--- src/rtl/iact_arb_mux_pkg.sv ---
// Shared encodings for the iact channel arbiter/mux: selection mode and arbiter FSM state.
package iact_arb_mux_pkg;

  typedef enum logic {
    MODE_FIXED = 1'b0,
    MODE_RR    = 1'b1
  } mode_e;

  typedef enum logic {
    ST_IDLE   = 1'b0,
    ST_LOCKED = 1'b1
  } state_e;

endpackage

--- src/rtl/iact_arb_mux_if.sv ---
// Activation-stream bundle of the iact mux: I_COUNT input channels, one buffered output, grant status.
interface iact_arb_mux_if #(
  parameter int DATA_WIDTH = 20,
  parameter int I_COUNT    = 3
);
  localparam int SEL_WIDTH = $clog2(I_COUNT);

  logic                          mode_i;
  logic [SEL_WIDTH-1:0]          sel_i;
  logic [I_COUNT*DATA_WIDTH-1:0] data_i;
  logic [I_COUNT-1:0]            valid_i;
  logic [I_COUNT-1:0]            last_i;
  logic [I_COUNT-1:0]            ready_o;
  logic [DATA_WIDTH-1:0]         data_o;
  logic                          valid_o;
  logic                          last_o;
  logic                          ready_i;
  logic [SEL_WIDTH-1:0]          grant_o;
  logic                          locked_o;

  modport slave (
    input  mode_i, sel_i, data_i, valid_i, last_i, ready_i,
    output ready_o, data_o, valid_o, last_o, grant_o, locked_o
  );

  modport master (
    output mode_i, sel_i, data_i, valid_i, last_i, ready_i,
    input  ready_o, data_o, valid_o, last_o, grant_o, locked_o
  );
endinterface

--- src/rtl/iact_skid_fifo.sv ---
// Two-entry registered FIFO; head_q is always the oldest entry and holds its value when empty.
module iact_skid_fifo #(
  parameter int DATA_WIDTH = 21
) (
  input  logic                  clk_i,
  input  logic                  rst_ni,
  input  logic                  push_i,
  input  logic                  pop_i,
  input  logic [DATA_WIDTH-1:0] din_i,
  output logic [DATA_WIDTH-1:0] dout_o,
  output logic                  full_o,
  output logic [1:0]            count_o
);
  logic [DATA_WIDTH-1:0] head_q, tail_q;
  logic [1:0]            count_q;
  logic                  do_push, do_pop;

  assign do_push = push_i && (count_q != 2'd2);
  assign do_pop  = pop_i && (count_q != 2'd0);

  always_ff @(posedge clk_i or negedge rst_ni) begin
    if (!rst_ni) begin
      head_q  <= '0;
      tail_q  <= '0;
      count_q <= '0;
    end else begin
      case ({do_push, do_pop})
        2'b10: begin
          if (count_q == 2'd0) head_q <= din_i;
          else                 tail_q <= din_i;
          count_q <= count_q + 2'd1;
        end
        2'b01: begin
          if (count_q == 2'd2) head_q <= tail_q;
          count_q <= count_q - 2'd1;
        end
        // Simultaneous push/pop only occurs at count 1: the new beat replaces the head.
        2'b11:   head_q <= din_i;
        default: ;
      endcase
    end
  end

  assign dout_o  = head_q;
  assign full_o  = (count_q == 2'd2);
  assign count_o = count_q;
endmodule

--- src/rtl/iact_arb_mux.sv ---
// Registered iact channel mux: fixed or round-robin packet arbitration into a 2-entry output buffer.
module iact_arb_mux
  import iact_arb_mux_pkg::*;
#(
  parameter int DATA_WIDTH = 20,
  parameter int I_COUNT    = 3
) (
  input logic           clk_i,
  input logic           rst_ni,
  iact_arb_mux_if.slave bus
);
  localparam int          SEL_WIDTH = $clog2(I_COUNT);
  localparam int unsigned N_CH      = I_COUNT;

  state_e                state_q, state_d;
  logic [SEL_WIDTH-1:0]  grant_q, grant_d, rr_ptr_q, rr_ptr_d, cand;
  logic                  cand_vld;
  logic                  beat_vld, beat_last, push, buf_full;
  logic [DATA_WIDTH-1:0] beat_data;
  logic [DATA_WIDTH:0]   head;
  logic [1:0]            buf_count;

  // Candidate for the next grant; only consumed while idle.
  always_comb begin
    cand     = '0;
    cand_vld = 1'b0;
    if (mode_e'(bus.mode_i) == MODE_FIXED) begin
      for (int unsigned k = 0; k < N_CH; k++)
        if (bus.sel_i == SEL_WIDTH'(k) && bus.valid_i[k]) begin
          cand     = SEL_WIDTH'(k);
          cand_vld = 1'b1;
        end
    end else begin
      for (int unsigned i = 1; i <= N_CH; i++)
        for (int unsigned k = 0; k < N_CH; k++)
          if (!cand_vld && bus.valid_i[k] && k == (32'(rr_ptr_q) + i) % N_CH) begin
            cand     = SEL_WIDTH'(k);
            cand_vld = 1'b1;
          end
    end
  end

  always_comb begin
    state_d     = state_q;
    grant_d     = grant_q;
    rr_ptr_d    = rr_ptr_q;
    bus.ready_o = '0;
    beat_vld    = 1'b0;
    beat_last   = 1'b0;
    beat_data   = '0;
    push        = 1'b0;
    for (int unsigned k = 0; k < N_CH; k++)
      if (grant_q == SEL_WIDTH'(k)) begin
        beat_vld  = bus.valid_i[k];
        beat_last = bus.last_i[k];
        beat_data = bus.data_i[k*DATA_WIDTH +: DATA_WIDTH];
        if (state_q == ST_LOCKED) bus.ready_o[k] = !buf_full;
      end
    case (state_q)
      ST_IDLE: begin
        if (cand_vld) begin
          grant_d = cand;
          state_d = ST_LOCKED;
        end
      end
      ST_LOCKED: begin
        push = beat_vld && !buf_full;
        if (push && beat_last) begin
          state_d  = ST_IDLE;
          rr_ptr_d = grant_q;
        end
      end
      default: state_d = ST_IDLE;
    endcase
  end

  always_ff @(posedge clk_i or negedge rst_ni) begin
    if (!rst_ni) begin
      state_q  <= ST_IDLE;
      grant_q  <= '0;
      rr_ptr_q <= SEL_WIDTH'(I_COUNT - 1);
    end else begin
      state_q  <= state_d;
      grant_q  <= grant_d;
      rr_ptr_q <= rr_ptr_d;
    end
  end

  iact_skid_fifo #(
    .DATA_WIDTH(DATA_WIDTH + 1)
  ) u_fifo (
    .clk_i   (clk_i),
    .rst_ni  (rst_ni),
    .push_i  (push),
    .pop_i   (bus.valid_o && bus.ready_i),
    .din_i   ({beat_last, beat_data}),
    .dout_o  (head),
    .full_o  (buf_full),
    .count_o (buf_count)
  );

  assign bus.valid_o  = (buf_count != 2'd0);
  assign bus.data_o   = head[DATA_WIDTH-1:0];
  assign bus.last_o   = head[DATA_WIDTH];
  assign bus.grant_o  = grant_q;
  assign bus.locked_o = (state_q == ST_LOCKED);
endmodule

--- src/flat_wrapper.sv ---
// flat-port wrapper written by rule: the top's interface ports become plain ports
module iact_arb_mux_flat import iact_arb_mux_pkg::*;
#(
  parameter int DATA_WIDTH = 20,
  parameter int I_COUNT    = 3
)
  (clk_i, rst_ni, bus_mode_i, bus_sel_i, bus_data_i, bus_valid_i, bus_last_i, bus_ready_i, bus_ready_o, bus_data_o, bus_valid_o, bus_last_o, bus_grant_o, bus_locked_o);
  iact_arb_mux_if #(.DATA_WIDTH(DATA_WIDTH), .I_COUNT(I_COUNT)) bus_i ();
  input logic clk_i;
  input logic rst_ni;
  input wire logic [$bits(bus_i.mode_i)-1:0] bus_mode_i;
  input wire logic [$bits(bus_i.sel_i)-1:0] bus_sel_i;
  input wire logic [$bits(bus_i.data_i)-1:0] bus_data_i;
  input wire logic [$bits(bus_i.valid_i)-1:0] bus_valid_i;
  input wire logic [$bits(bus_i.last_i)-1:0] bus_last_i;
  input wire logic [$bits(bus_i.ready_i)-1:0] bus_ready_i;
  output wire logic [$bits(bus_i.ready_o)-1:0] bus_ready_o;
  output wire logic [$bits(bus_i.data_o)-1:0] bus_data_o;
  output wire logic [$bits(bus_i.valid_o)-1:0] bus_valid_o;
  output wire logic [$bits(bus_i.last_o)-1:0] bus_last_o;
  output wire logic [$bits(bus_i.grant_o)-1:0] bus_grant_o;
  output wire logic [$bits(bus_i.locked_o)-1:0] bus_locked_o;
  assign bus_i.mode_i = bus_mode_i;
  assign bus_i.sel_i = bus_sel_i;
  assign bus_i.data_i = bus_data_i;
  assign bus_i.valid_i = bus_valid_i;
  assign bus_i.last_i = bus_last_i;
  assign bus_i.ready_i = bus_ready_i;
  assign bus_ready_o = bus_i.ready_o;
  assign bus_data_o = bus_i.data_o;
  assign bus_valid_o = bus_i.valid_o;
  assign bus_last_o = bus_i.last_o;
  assign bus_grant_o = bus_i.grant_o;
  assign bus_locked_o = bus_i.locked_o;
  iact_arb_mux #(.DATA_WIDTH(DATA_WIDTH), .I_COUNT(I_COUNT)) u_core (.clk_i(clk_i), .rst_ni(rst_ni), .bus(bus_i));
endmodule
--- config.mk ---
export PLATFORM = sky130hd
export DESIGN_NAME = iact_arb_mux_flat
export DESIGN_NICKNAME = d
export VERILOG_FILES = /design/src/rtl/iact_arb_mux_pkg.sv /design/src/rtl/iact_arb_mux_if.sv /design/src/rtl/iact_skid_fifo.sv /design/src/rtl/iact_arb_mux.sv /design/src/flat_wrapper.sv
export SDC_FILE = /design/constraint.sdc
export NUM_CORES = 1
export LEC_CHECK = 0
export ABC_AREA = 1
export CORE_MARGIN = 3
export CORE_UTILIZATION = 35
export CTS_BUF_LIST = sky130_fd_sc_hd__clkbuf_2
export DETAILED_ROUTE_END_ITERATION = 12
export PLACE_DENSITY = 0.68
export SLEW_MARGIN = 20
export SYNTH_ARGS = -nofsm -noshare
export SYNTH_HDL_FRONTEND = slang
export SYNTH_HIERARCHICAL = 1
export SYNTH_SLANG_ARGS = --single-unit
--- constraint.sdc ---
create_clock -name clk_i -period 2.8 [get_ports clk_i]
set_clock_uncertainty 0.05 [all_clocks]
set_input_delay 0.28 -clock clk_i [delete_from_list [all_inputs] [get_ports clk_i]]
set_output_delay 0.28 -clock clk_i [all_outputs]
set_load 0.05 [all_outputs]
==> flow_metrics.tcl, run 1 <==
set metrics [dict create \
    synth_area_leader_cell "dfrtp_1" \
    firstDrtPassIters 5 \
    slowest_stage "clkdlybuf4s50_1" \
    slew_viol_final 0 \
    power_uw 4578 \
    synthDistinctLibCells 33 \
    worst_setup_path_start_kind "register" \
    area_growth_pct 38.49 \
    vias_per_cell 4.684 \
    irDropWorstVdd_uv 407.7 \
    final-hold-violation-count 0 \
    seqCellArea_um2 1227 \
    grt_use_total 0.1538 \
    ys_async_sr_fraction 1.000 \
    routabilityCongestion 0.7920 \
    placed_cell_area_um2 3999 \
    critPathMaxStageDelay_ns 0.81 \
    syn_nets 501 \
    period_minus_slack_ns 2.632 \
    wl_um 7341 \
    drt-initial-drc-count 170 \
    antenna_found_initial 0 \
    hpwlAfterDp_um 5721 \
    ys_seq_elements 49 \
    fin_crit_sh 0.9400 \
    h-tree-depth 2 \
    r2r-start "u_core/bus.grant_o[0]" \
    outcome "complete, no violations" \
    diodes 0 \
    synth_enable_flop_cells 0 \
    worstPathCellList "inv_2 > nand2_2 > inv_1 > nor2_1 > inv_1 > nor2_1 > clkdlybuf4s50_1" \
    critPathCaptureType "output pin" \
    clockBufferDepth 2 \
    synth.avg_cell_area_um2 6.968 \
    path_clk_slew_ns 0.23 \
    pre_cts_ws_ns 0.4204 \
    syn_inst 425 \
    ys_top_cells_by_count "176 x nand2_1, 48 x dfrtp_1, 45 x nand3_1" \
    fmax_mhz 379.9 \
    cts.repair.resized 0 \
    io_pins 100 \
    clock-root-buffer "clkbuf_2" \
    r2r_slack_ns 0.67 \
    cts_tree "built" \
    startpoint "u_core/u_fifo/count_o[0]" \
    critPathKind "reg2out" \
    setup_ws_ns 0.1679 \
    initial_core_util 0.3717 \
    nFillCells 794 \
    dpl.cell_count 609 \
    ant_nets 0 \
    cp_data_arrival_time_ns 2.30 \
    fp.dieW_um 97.99 \
    num_rows 32 \
    seq_area_frac_synth 0.4144 \
    cts_made_buffers 5 \
    multi_input_area_um2 1439 \
    p_leak_uw 0.002019 \
    route.detailed.drc 0 \
    drive_gt1_frac 0.08140 \
    synth_top_area_frac 0.4056 \
    rsz0062_at_grt "false" \
    grt_start_max_net_pins 56 \
    synth.cell_area_um2 2962 \
    die_h_um 97.99 \
    tns_ns 0 \
    synth_area_leaders "dfrtp_1 41%, nand2_1 22%, nand3_1 7.6%" \
    die_area_um2 9601 \
    grt_pass1_wl_um 12360 \
    cts.sinks 49 \
    slew-limit-headroom 0.5929 \
    cp_max_fo 5 \
    setup_viol 0 \
    nNetsFinal 591 \
    synth_flop_cell "dfrtp_1" \
    grt_pass1_vias 2676 \
    vias 2895 \
    synth_most_common_cell "nand2_1" \
    reg2regPathDepth 11 \
    tightest_slew_ns 0.6107 \
    final_area_um2 4101 \
    post_drt_wl_per_cell_um 11.88 \
    maxCapViolations 0 \
    worst_skew_pair.late_latency_ns 0.42 \
    reg2reg_to "u_core/u_fifo/dout_o[14]" \
    globalRoute.totalOverflow 0 \
    worstSetupEndpoint "bus_ready_o[1]" \
    io_buffer_count 99 \
    p_per_area_nw_per_um2 1116 \
    cp_data_required_time_ns 2.47 \
    layoutNonFillerInstCount 618 \
    hp-class "in2async" \
    core_um2 7968 \
    ys_warn_count 6 \
]
## per-stage QoR
step	utilization	hold slack [ns]
6_report	0.5148	0.3034
5_1_grt	0.5148	0.3486
4_1_cts	0.5144	0.4590
3_5_place_dp	0.5019	0.4092
3_3_place_gp	0.5019	0.4056
2_1_floorplan	-	-0.06559
## worst max-delay path: cells and delay by family, from the launching register on
kind	cells	cell delay [ns]
flip-flops	1	0.48
AND/OR/NAND/NOR	3	0.37
buffers and inverters	4	1.03
## worst min path at each step
stage,startpoint,to,depth (start not counted)
final,rst_ni,u_core/u_fifo/count_o[0],2
after floorplan,rst_ni,u_core/bus.grant_o[0],0
after CTS,u_core/u_fifo/dout_o[0],u_core/u_fifo/dout_o[0],2
after global placement,u_core/u_fifo/dout_o[0],u_core/u_fifo/dout_o[0],2
after global routing,rst_ni,u_core/u_fifo/tail_q[15],2
after detailed placement,u_core/u_fifo/dout_o[11],u_core/u_fifo/dout_o[11],2
## power by group
group / internal (µW) / switching, µW
Combinational: 976 / 1920
Sequential: 1030 / 195
Clock: 239 / 219
Total: 2250 / 2330
## layer usage
layer  global-route usage  up-vias  wire (µm)
li1                     -     1508          -
met1               0.2295     1275       3632
met2               0.2241      103       3079
met3              0.03286        9        529
met4              0.04366        0         99
met5                    0        -          0
## state kept, by name, summed over array words and instances (netlist names)
signal,cells
u_core/u_fifo/dout_o,21
u_core/u_fifo/tail_q,21
u_core/bus.grant_o,2
u_core/rr_ptr_q,2
u_core/u_fifo/count_o,2
u_core/bus.locked_o,1
## kinds of logic after synthesis
kind of cell,after synthesis,synth area share
AND/OR/NAND/NOR,252,0.3743
buffers and inverters,68,0.09970
AO/OA/AOI/OAI,50,0.08872
flip-flops,49,0.4144
adder cells (fa/ha/maj),4,0.01690
XOR/XNOR,2,0.005916
## area by class of cell
type,count,share of cell area
Clock buffer,5,0.006101
Timing Repair Buffer,104,0.2538
Clock inverter,3,0.01586
Inverter,47,0.04301
Multi-Input combinational cell,308,0.3508
Tap cell,102,0.03112
Sequential cell,49,0.2993
## placed cells by master, fill, tap and decap left out, types with 2 or more instances in the layout
cell type,n
dfrtp_1,48
o21ai_0,41
nor4_1,2
nand2_4,4
nor2_2,2
inv_2,5
clkbuf_2,5
o21ai_1,3
nand2_2,11
nand3_1,45
nand2_1,176
ha_1,4
nand3_2,2
inv_1,42
clkdlybuf4s50_1,98
bufinv_16,2
buf_4,4
nor2_4,2
nor2_1,4
## repair_timing
action	4_1_cts	5_1_grt
setup endpoints to repair	0	0
hold buffers	1	0
setup buffers	0	0
hold endpoints to repair	37	0
Note: power is estimated with default switching activity, not from simulation.
==> run 2: changes to the inputs <==
--- a/config.mk
+++ b/config.mk
@@ -9,6 +9,7 @@
 export CORE_MARGIN = 3
 export CORE_UTILIZATION = 35
 export CTS_BUF_LIST = sky130_fd_sc_hd__clkbuf_2
+export CTS_CLUSTER_SIZE = 28
 export DETAILED_ROUTE_END_ITERATION = 12
 export PLACE_DENSITY = 0.68
 export SLEW_MARGIN = 20
==> results of run 2 <==
No change in the layout: final DEF, timing and power equal those of run 1.
